File: config.mk
export PLATFORM = sky130hd
export DESIGN_NAME = stage_if
export DESIGN_NICKNAME = d
export VERILOG_FILES = /design/src/rtl/stage_if_pkg.sv /design/src/rtl/stage_if.sv
export SDC_FILE = /design/constraint.sdc
export NUM_CORES = 1
export LEC_CHECK = 0
export CAP_MARGIN = 20
export CELL_PAD_IN_SITES_DETAIL_PLACEMENT = 0
export CELL_PAD_IN_SITES_GLOBAL_PLACEMENT = 1
export CORE_MARGIN = 2
export CORE_UTILIZATION = 40
export CTS_BUF_LIST = sky130_fd_sc_hd__clkbuf_8
export CTS_CLUSTER_DIAMETER = 120
export CTS_CLUSTER_SIZE = 25
export DETAILED_ROUTE_END_ITERATION = 10
export PLACE_DENSITY_LB_ADDON = 0.1
export SLEW_MARGIN = 20
export SYNTH_ARGS = -nofsm -noshare
export SYNTH_HDL_FRONTEND = slang
export SYNTH_SLANG_ARGS = --single-unit
File: constraint.sdc
create_clock -name clk -period 4.98 [get_ports clk]
set_clock_uncertainty 0.05 [all_clocks]
set_input_delay 0.747 -clock clk [delete_from_list [all_inputs] [get_ports clk]]
set_output_delay 0.747 -clock clk [all_outputs]
set_load 0.02 [all_outputs]
File: src/rtl/stage_if_pkg.sv
// ---------------------------------------------------------------------------
// stage_if_pkg
//   Shared definitions for the instruction-fetch stage and its consumers.
//   - Exception codes carried in the IF->ID bundle.
//   - Field widths/offsets of the flattened IF->ID bundle, plus pack/unpack
//     helpers so fetch and decode agree on one bit layout.
//   - Small constructors for the three bundle shapes fetch ever produces:
//     a delivered word, a bubble and an address-error fault.
// ---------------------------------------------------------------------------
package stage_if_pkg;

  // Exception codes (MIPS ExcCode numbering; NONE uses an unused code).
  localparam int                EC_W    = 5;
  localparam logic [EC_W-1:0]   EC_NONE = 5'h1f;
  localparam logic [EC_W-1:0]   EC_ADEL = 5'h04;

  localparam logic [31:0] NOP_INSTR = 32'h0000_0000;
  localparam logic [31:0] PC_STEP   = 32'd4;

  // Flattened bundle layout: {instr, next_pc, exc_code, exc_addr}, instr MSB.
  localparam int IF2ID_EXC_ADDR_W   = 32;
  localparam int IF2ID_EXC_ADDR_LSB = 0;
  localparam int IF2ID_EXC_CODE_W   = EC_W;
  localparam int IF2ID_EXC_CODE_LSB = IF2ID_EXC_ADDR_LSB + IF2ID_EXC_ADDR_W;
  localparam int IF2ID_NEXT_PC_W    = 32;
  localparam int IF2ID_NEXT_PC_LSB  = IF2ID_EXC_CODE_LSB + IF2ID_EXC_CODE_W;
  localparam int IF2ID_INSTR_W      = 32;
  localparam int IF2ID_INSTR_LSB    = IF2ID_NEXT_PC_LSB + IF2ID_NEXT_PC_W;
  localparam int IF2ID_WIRE_WIDTH   = IF2ID_INSTR_LSB + IF2ID_INSTR_W;

  typedef struct packed {
    logic [IF2ID_INSTR_W-1:0]    instr;
    logic [IF2ID_NEXT_PC_W-1:0]  next_pc;
    logic [IF2ID_EXC_CODE_W-1:0] exc_code;
    logic [IF2ID_EXC_ADDR_W-1:0] exc_addr;
  } if2id_t;

  function automatic logic [IF2ID_WIRE_WIDTH-1:0] if2id_pack(input if2id_t b);
    logic [IF2ID_WIRE_WIDTH-1:0] w;
    w = '0;
    w[IF2ID_INSTR_LSB    +: IF2ID_INSTR_W]    = b.instr;
    w[IF2ID_NEXT_PC_LSB  +: IF2ID_NEXT_PC_W]  = b.next_pc;
    w[IF2ID_EXC_CODE_LSB +: IF2ID_EXC_CODE_W] = b.exc_code;
    w[IF2ID_EXC_ADDR_LSB +: IF2ID_EXC_ADDR_W] = b.exc_addr;
    return w;
  endfunction

  function automatic if2id_t if2id_unpack(input logic [IF2ID_WIRE_WIDTH-1:0] w);
    if2id_t b;
    b.instr    = w[IF2ID_INSTR_LSB    +: IF2ID_INSTR_W];
    b.next_pc  = w[IF2ID_NEXT_PC_LSB  +: IF2ID_NEXT_PC_W];
    b.exc_code = w[IF2ID_EXC_CODE_LSB +: IF2ID_EXC_CODE_W];
    b.exc_addr = w[IF2ID_EXC_ADDR_LSB +: IF2ID_EXC_ADDR_W];
    return b;
  endfunction

  // A fetched word handed to decode.
  function automatic if2id_t if2id_word(input logic [31:0] instr,
                                        input logic [31:0] next_pc);
    if2id_t b;
    b.instr    = instr;
    b.next_pc  = next_pc;
    b.exc_code = EC_NONE;
    b.exc_addr = '0;
    return b;
  endfunction

  // Bubble: NOP with no exception; next_pc carried over from the last bundle.
  function automatic if2id_t if2id_bubble(input logic [31:0] keep_next_pc);
    return if2id_word(NOP_INSTR, keep_next_pc);
  endfunction

  // Address-error-on-fetch marker for a misaligned PC.
  function automatic if2id_t if2id_fault(input logic [31:0] bad_pc,
                                         input logic [31:0] keep_next_pc);
    if2id_t b;
    b.instr    = NOP_INSTR;
    b.next_pc  = keep_next_pc;
    b.exc_code = EC_ADEL;
    b.exc_addr = bad_pc;
    return b;
  endfunction

endpackage

File: src/rtl/stage_if.sv
// ---------------------------------------------------------------------------
// stage_if
//   Instruction-fetch stage. Holds the PC, fetches one word per instruction
//   over a req/ready memory port and presents it to decode through the
//   interstage_if2id bundle. Handles branch/exception redirects (dropping any
//   in-flight fetch) and traps misaligned fetch addresses.
//
// Ports
//   clk, rst            clock, synchronous active-high reset
//   stall               hazard stall: bundle and PC hold
//   branch_valid/dest   taken branch/jump redirect
//   exc_valid/dest      exception / ERET redirect (wins over branch)
//   imem_addr/req       registered fetch request, held until imem_ready
//   imem_ready/rdata    one-cycle completion strobe and returned word
//   fetch_busy          low only when a word is available this cycle
//   interstage_if2id    {instr, next_pc, exc_code, exc_addr}
//
// A PC in FETCH with no request outstanding is in its "issue slot": the
// alignment check happens there, so a redirect costs one cycle before the
// new request goes out, while straight-line fetch keeps the request up
// back-to-back for one word per cycle.
// ---------------------------------------------------------------------------
module stage_if
  import stage_if_pkg::*;
#(
  parameter logic [31:0] RESET_PC = 32'hbfc00000
) (
  input  logic                        clk,
  input  logic                        rst,
  input  logic                        stall,
  input  logic                        branch_valid,
  input  logic [31:0]                 branch_dest,
  input  logic                        exc_valid,
  input  logic [31:0]                 exc_dest,
  output logic [31:0]                 imem_addr,
  output logic                        imem_req,
  input  logic                        imem_ready,
  input  logic [31:0]                 imem_rdata,
  output logic                        fetch_busy,
  output logic [IF2ID_WIRE_WIDTH-1:0] interstage_if2id
);

  localparam logic [1:0] ST_FETCH   = 2'd0;
  localparam logic [1:0] ST_HOLD    = 2'd1;
  localparam logic [1:0] ST_DISCARD = 2'd2;
  localparam logic [1:0] ST_FAULT   = 2'd3;

  logic [1:0]  state_reg, state_next;
  logic [31:0] pc_reg, pc_next;
  logic [31:0] hold_word_reg, hold_word_next;
  logic        req_reg, req_next;
  logic [31:0] addr_reg, addr_next;
  if2id_t      bundle_reg, bundle_next;

  logic [31:0] pc_inc;
  logic        redirect;
  logic [31:0] redirect_dest;
  logic        pc_misaligned;

  assign pc_inc        = pc_reg + PC_STEP;  // 32-bit modulo wrap is intended
  assign redirect      = exc_valid | branch_valid;
  assign redirect_dest = exc_valid ? exc_dest : branch_dest;
  assign pc_misaligned = (pc_reg[1:0] != 2'b00);

  always_comb begin
    state_next     = state_reg;
    pc_next        = pc_reg;
    hold_word_next = hold_word_reg;
    req_next       = req_reg;
    addr_next      = addr_reg;
    bundle_next    = bundle_reg;

    if (redirect) begin
      // The delay slot was delivered earlier, so the bundle simply bubbles.
      pc_next     = redirect_dest;
      bundle_next = if2id_bubble(bundle_reg.next_pc);
      if (req_reg && !imem_ready) begin
        // Request must stay stable until the memory completes it.
        state_next = ST_DISCARD;
      end else begin
        state_next = ST_FETCH;
        req_next   = 1'b0;
      end
    end else begin
      case (state_reg)
        ST_FETCH: begin
          if (!req_reg) begin
            // Issue slot: the PC is checked here before any request leaves.
            if (pc_misaligned) begin
              if (!stall) begin
                state_next  = ST_FAULT;
                bundle_next = if2id_fault(pc_reg, bundle_reg.next_pc);
              end
            end else begin
              req_next  = 1'b1;
              addr_next = pc_reg;
              if (!stall) begin
                bundle_next = if2id_bubble(bundle_reg.next_pc);
              end
            end
          end else if (imem_ready) begin
            if (stall) begin
              hold_word_next = imem_rdata;
              state_next     = ST_HOLD;
              req_next       = 1'b0;
            end else begin
              bundle_next = if2id_word(imem_rdata, pc_inc);
              pc_next     = pc_inc;
              addr_next   = pc_inc;
            end
          end else if (!stall) begin
            bundle_next = if2id_bubble(bundle_reg.next_pc);
          end
        end

        ST_HOLD: begin
          if (!stall) begin
            // pc was aligned when its word was fetched, so pc+4 is too and
            // the next request can go out without another issue slot.
            bundle_next = if2id_word(hold_word_reg, pc_inc);
            pc_next     = pc_inc;
            addr_next   = pc_inc;
            req_next    = 1'b1;
            state_next  = ST_FETCH;
          end
        end

        ST_DISCARD: begin
          if (!stall) begin
            bundle_next = if2id_bubble(bundle_reg.next_pc);
          end
          if (imem_ready) begin
            // Stale word dropped; the redirected pc issues next cycle.
            req_next   = 1'b0;
            state_next = ST_FETCH;
          end
        end

        default: begin
          // ST_FAULT: parked until a redirect or reset.
        end
      endcase
    end
  end

  always_ff @(posedge clk) begin
    if (rst) begin
      state_reg     <= ST_FETCH;
      pc_reg        <= RESET_PC;
      hold_word_reg <= '0;
      req_reg       <= 1'b0;
      addr_reg      <= RESET_PC;
      bundle_reg    <= if2id_bubble(RESET_PC);
    end else begin
      state_reg     <= state_next;
      pc_reg        <= pc_next;
      hold_word_reg <= hold_word_next;
      req_reg       <= req_next;
      addr_reg      <= addr_next;
      bundle_reg    <= bundle_next;
    end
  end

  assign imem_addr        = addr_reg;
  assign imem_req         = req_reg;
  assign interstage_if2id = if2id_pack(bundle_reg);

  // A word is available when memory completes a live request or one is held.
  assign fetch_busy = !(((state_reg == ST_FETCH) && req_reg && imem_ready) ||
                        (state_reg == ST_HOLD));

endmodule

==> run summary <==
outcome = completed
highest clock rate = 313 MHz
Worst Path Max Fanout = 16
mean area per synthesized cell = 8.52 um2
TritonRoute pass-1 iters = 5
reg2reg start = pc_reg[2]
most frequent cells after synthesis = dfxtp_1 (200), nand2_1 (123), a21oi_1 (84), clkbuf_1 (79), nor2_1 (69)
num rows = 56
global-route usage over all layers = 0.272
synthesis-to-layout area growth = 30.7%
CP delay by family, top = buffers and inverters
max FFs per register = 101
Final nets = 1377
dominant cells by area after synthesis = dfxtp_1 (43%), nand2_1 (4.9%), a21oi_1 (4.5%)
H-tree Lvls = 4
Max clock buf depth = 2
critical path cell sequence = inv_1 > ha_1 > a31oi_1 > clkdlybuf4s50_1
GP Congestion = 0.866
WP data arrival = 2.40 ns
clk_lat worst skew = 0.49 ns
Post-CTS Setup Bufs = 0
initial antenna violation count = 0
Ant. Diodes = 0
Final Routed Wirelength = 34000 um
WL/cell = 21.2 um
PD cells = 277 nW/um2
dpl hpwl = 22800 um
synthesized flop and latch total = 200
drt via density = 5.86
final setup TNS = 0 ns
clk root buf = clkbuf_8
Flop pwr share = 0.512
routed vias = 9385
vias in the first global route = 8812
Final WS setup = 1.79 ns
# DRC = 0
Hold WC Path Type = flop to flop
non-filler cells, final = 1602
Cell Int Power = 2.30 mW
RSZ-0062 raised after global routing = no
gr ovfl total = 0
initial core utilization = 0.404
hold_buf cts = 0
Resize count post-CTS = 0
reg2reg setup slack = 1.82 ns
core area = 23300 um2
full die area = 24800 um2
Synth warnings = 0
ys flop type = dfxtp_1
CTS buffer count = 17
WP data required = 4.18 ns
post-route ant nets = 0
Max Transition Viols Final = 0
crit path max-delay cell type = clkdlybuf4s50_1
clk sinks = 200
Crit path largest cell delay = 0.65 ns
critical path class = flop to primary output
Die W = 157 um
Least-Margin Pin Slew = 1.14 ns
sw frac = 0.324
number of flops mapped to enable cells by yosys = 0
Fin. Hold Viols = 0
Synth Net Count = 1211
first-pass GRT wire length = 51800 um
IO Port Bufs = 236
Worst-path clk slew = 0.11 ns
Slew HR = 0.240
sw power = 1.10 mW
largest net degree at the start of global routing = 82
share of Yosys cell area claimed by the top area cell type = 0.426
Clock power frac = 0.316
Fillers = 2265
top-count cell post-synth = dfxtp_1
Post-Place Cells = 1570
Setup violations, final = 0
Starting DRT DRC Count = 872
IR Drop Worst-Case VDD = 0.144 mV
TritonCTS clock tree = built
Async SR Flop Fraction = 0
Synth Cell Area = 9410 um2
top cell type by total area after synthesis = dfxtp_1
Max-cap violations = 0
Hold Crit Start = interstage_if2id[39]
Crit path buffers/inverters = 2
share of cells above drive strength 1 = 0.0608
Cell variety after synth = 75
Ports = 237
Setup crit start kind = flop
DP Worst Slack = 1.46 ns
Die Ht = 157 um
Combinational Power Share = 0.172
CP startpoint = state_reg[0]
endpoint class of the critical path = primary output
Synth Instances = 1104
Leak Pwr = 4.09 nW
Seq/Total Area, Yosys = 0.426
final worst-path cycle share = 0.641
final worst path period need = 3.19 ns
path summary, 6_finish.rpt:
path | to | cells after the start
max | fetch_busy | 4
min | interstage_if2id[39] | 2
max reg2reg | interstage_if2id[63] | 6
min reg2reg | interstage_if2id[39] | 2
metal layers:
metal / GRT usage / wire length, um / vias to the layer above
li1: - / - / 4418
met1: 0.386 / 15500 / 4526
met2: 0.424 / 15400 / 396
met3: 0.0482 / 2470 / 45
met4: 0.0758 / 529 / 0
met5: 0 / 0 / -
cell usage in the layout (no fill, tap or decap), drive strengths merged, types with 7 or more instances in the layout:
cell,synthesis,layout
o22ai,16,16
clkbuf,81,18
o21ai,40,40
nor4,15,15
o32ai,7,7
nand3,44,44
o211ai,8,8
nand4,14,14
a21o,11,11
xnor2,25,25
nor2,69,69
clkdlybuf4s50,0,235
inv,24,31
buf,31,24
a22oi,40,40
or2,7,7
a221oi,9,9
a221o,14,14
a211oi,20,20
nand2b,7,7
xor2,9,9
nor3,29,29
a21oi,84,84
or3,8,8
a22o,33,33
o2bb2ai,36,36
and3,12,12
nand2,123,123
a31oi,7,7
dfxtp,200,200
per-stage QoR:
step	instance area (um2)	hold slack, ns	util	power (mW)
global route	12300	0.422	0.528	3.53
CTS	12300	0.411	0.528	3.41
finish	12300	0.406	0.528	3.40
detailed placement	11900	0.392	0.511	2.35
global placement	11900	0.387	0.511	2.35
floorplan	9410	0.387	-	2.08
power groups by stage:
stage / combinational [mW] / sequential, mW / clock, mW
finish: 0.585 / 1.74 / 1.07
global route: 0.631 / 1.75 / 1.15
CTS: 0.583 / 1.74 / 1.09
detailed placement: 0.580 / 1.77 / 0
global placement: 0.577 / 1.78 / 0
floorplan: 0.317 / 1.76 / 0
cell type report:
class                      instances  area, um2  share of cell area
clock buffer                      18        248              0.0202
clock inverter                    14        150              0.0122
inverter                          24       90.1             0.00733
multi-input combinational        768       4870               0.396
sequential                       200       4000               0.326
tap                              319        399              0.0325
timing repair buffer             259       2530               0.206
worst register-to-register path: stages, from the launching register on:
cell and delay [ns]:
dfxtp_1 0.63, ha_1 0.55, nand4_4 0.21, or4_1 0.85, o31a_1 0.41, o21ai_0 0.29
nand2_1 0.08
kinds of logic after synthesis:
logic type | share of synthesized area
compound gates | 0.287
simple gates | 0.184
flops | 0.426
buf+inv | 0.0587
xor+xnor | 0.0317
mux | 0.00638
fa+ha+maj | 0.00665
No activity file was read; power rests on OpenSTA's default activity.
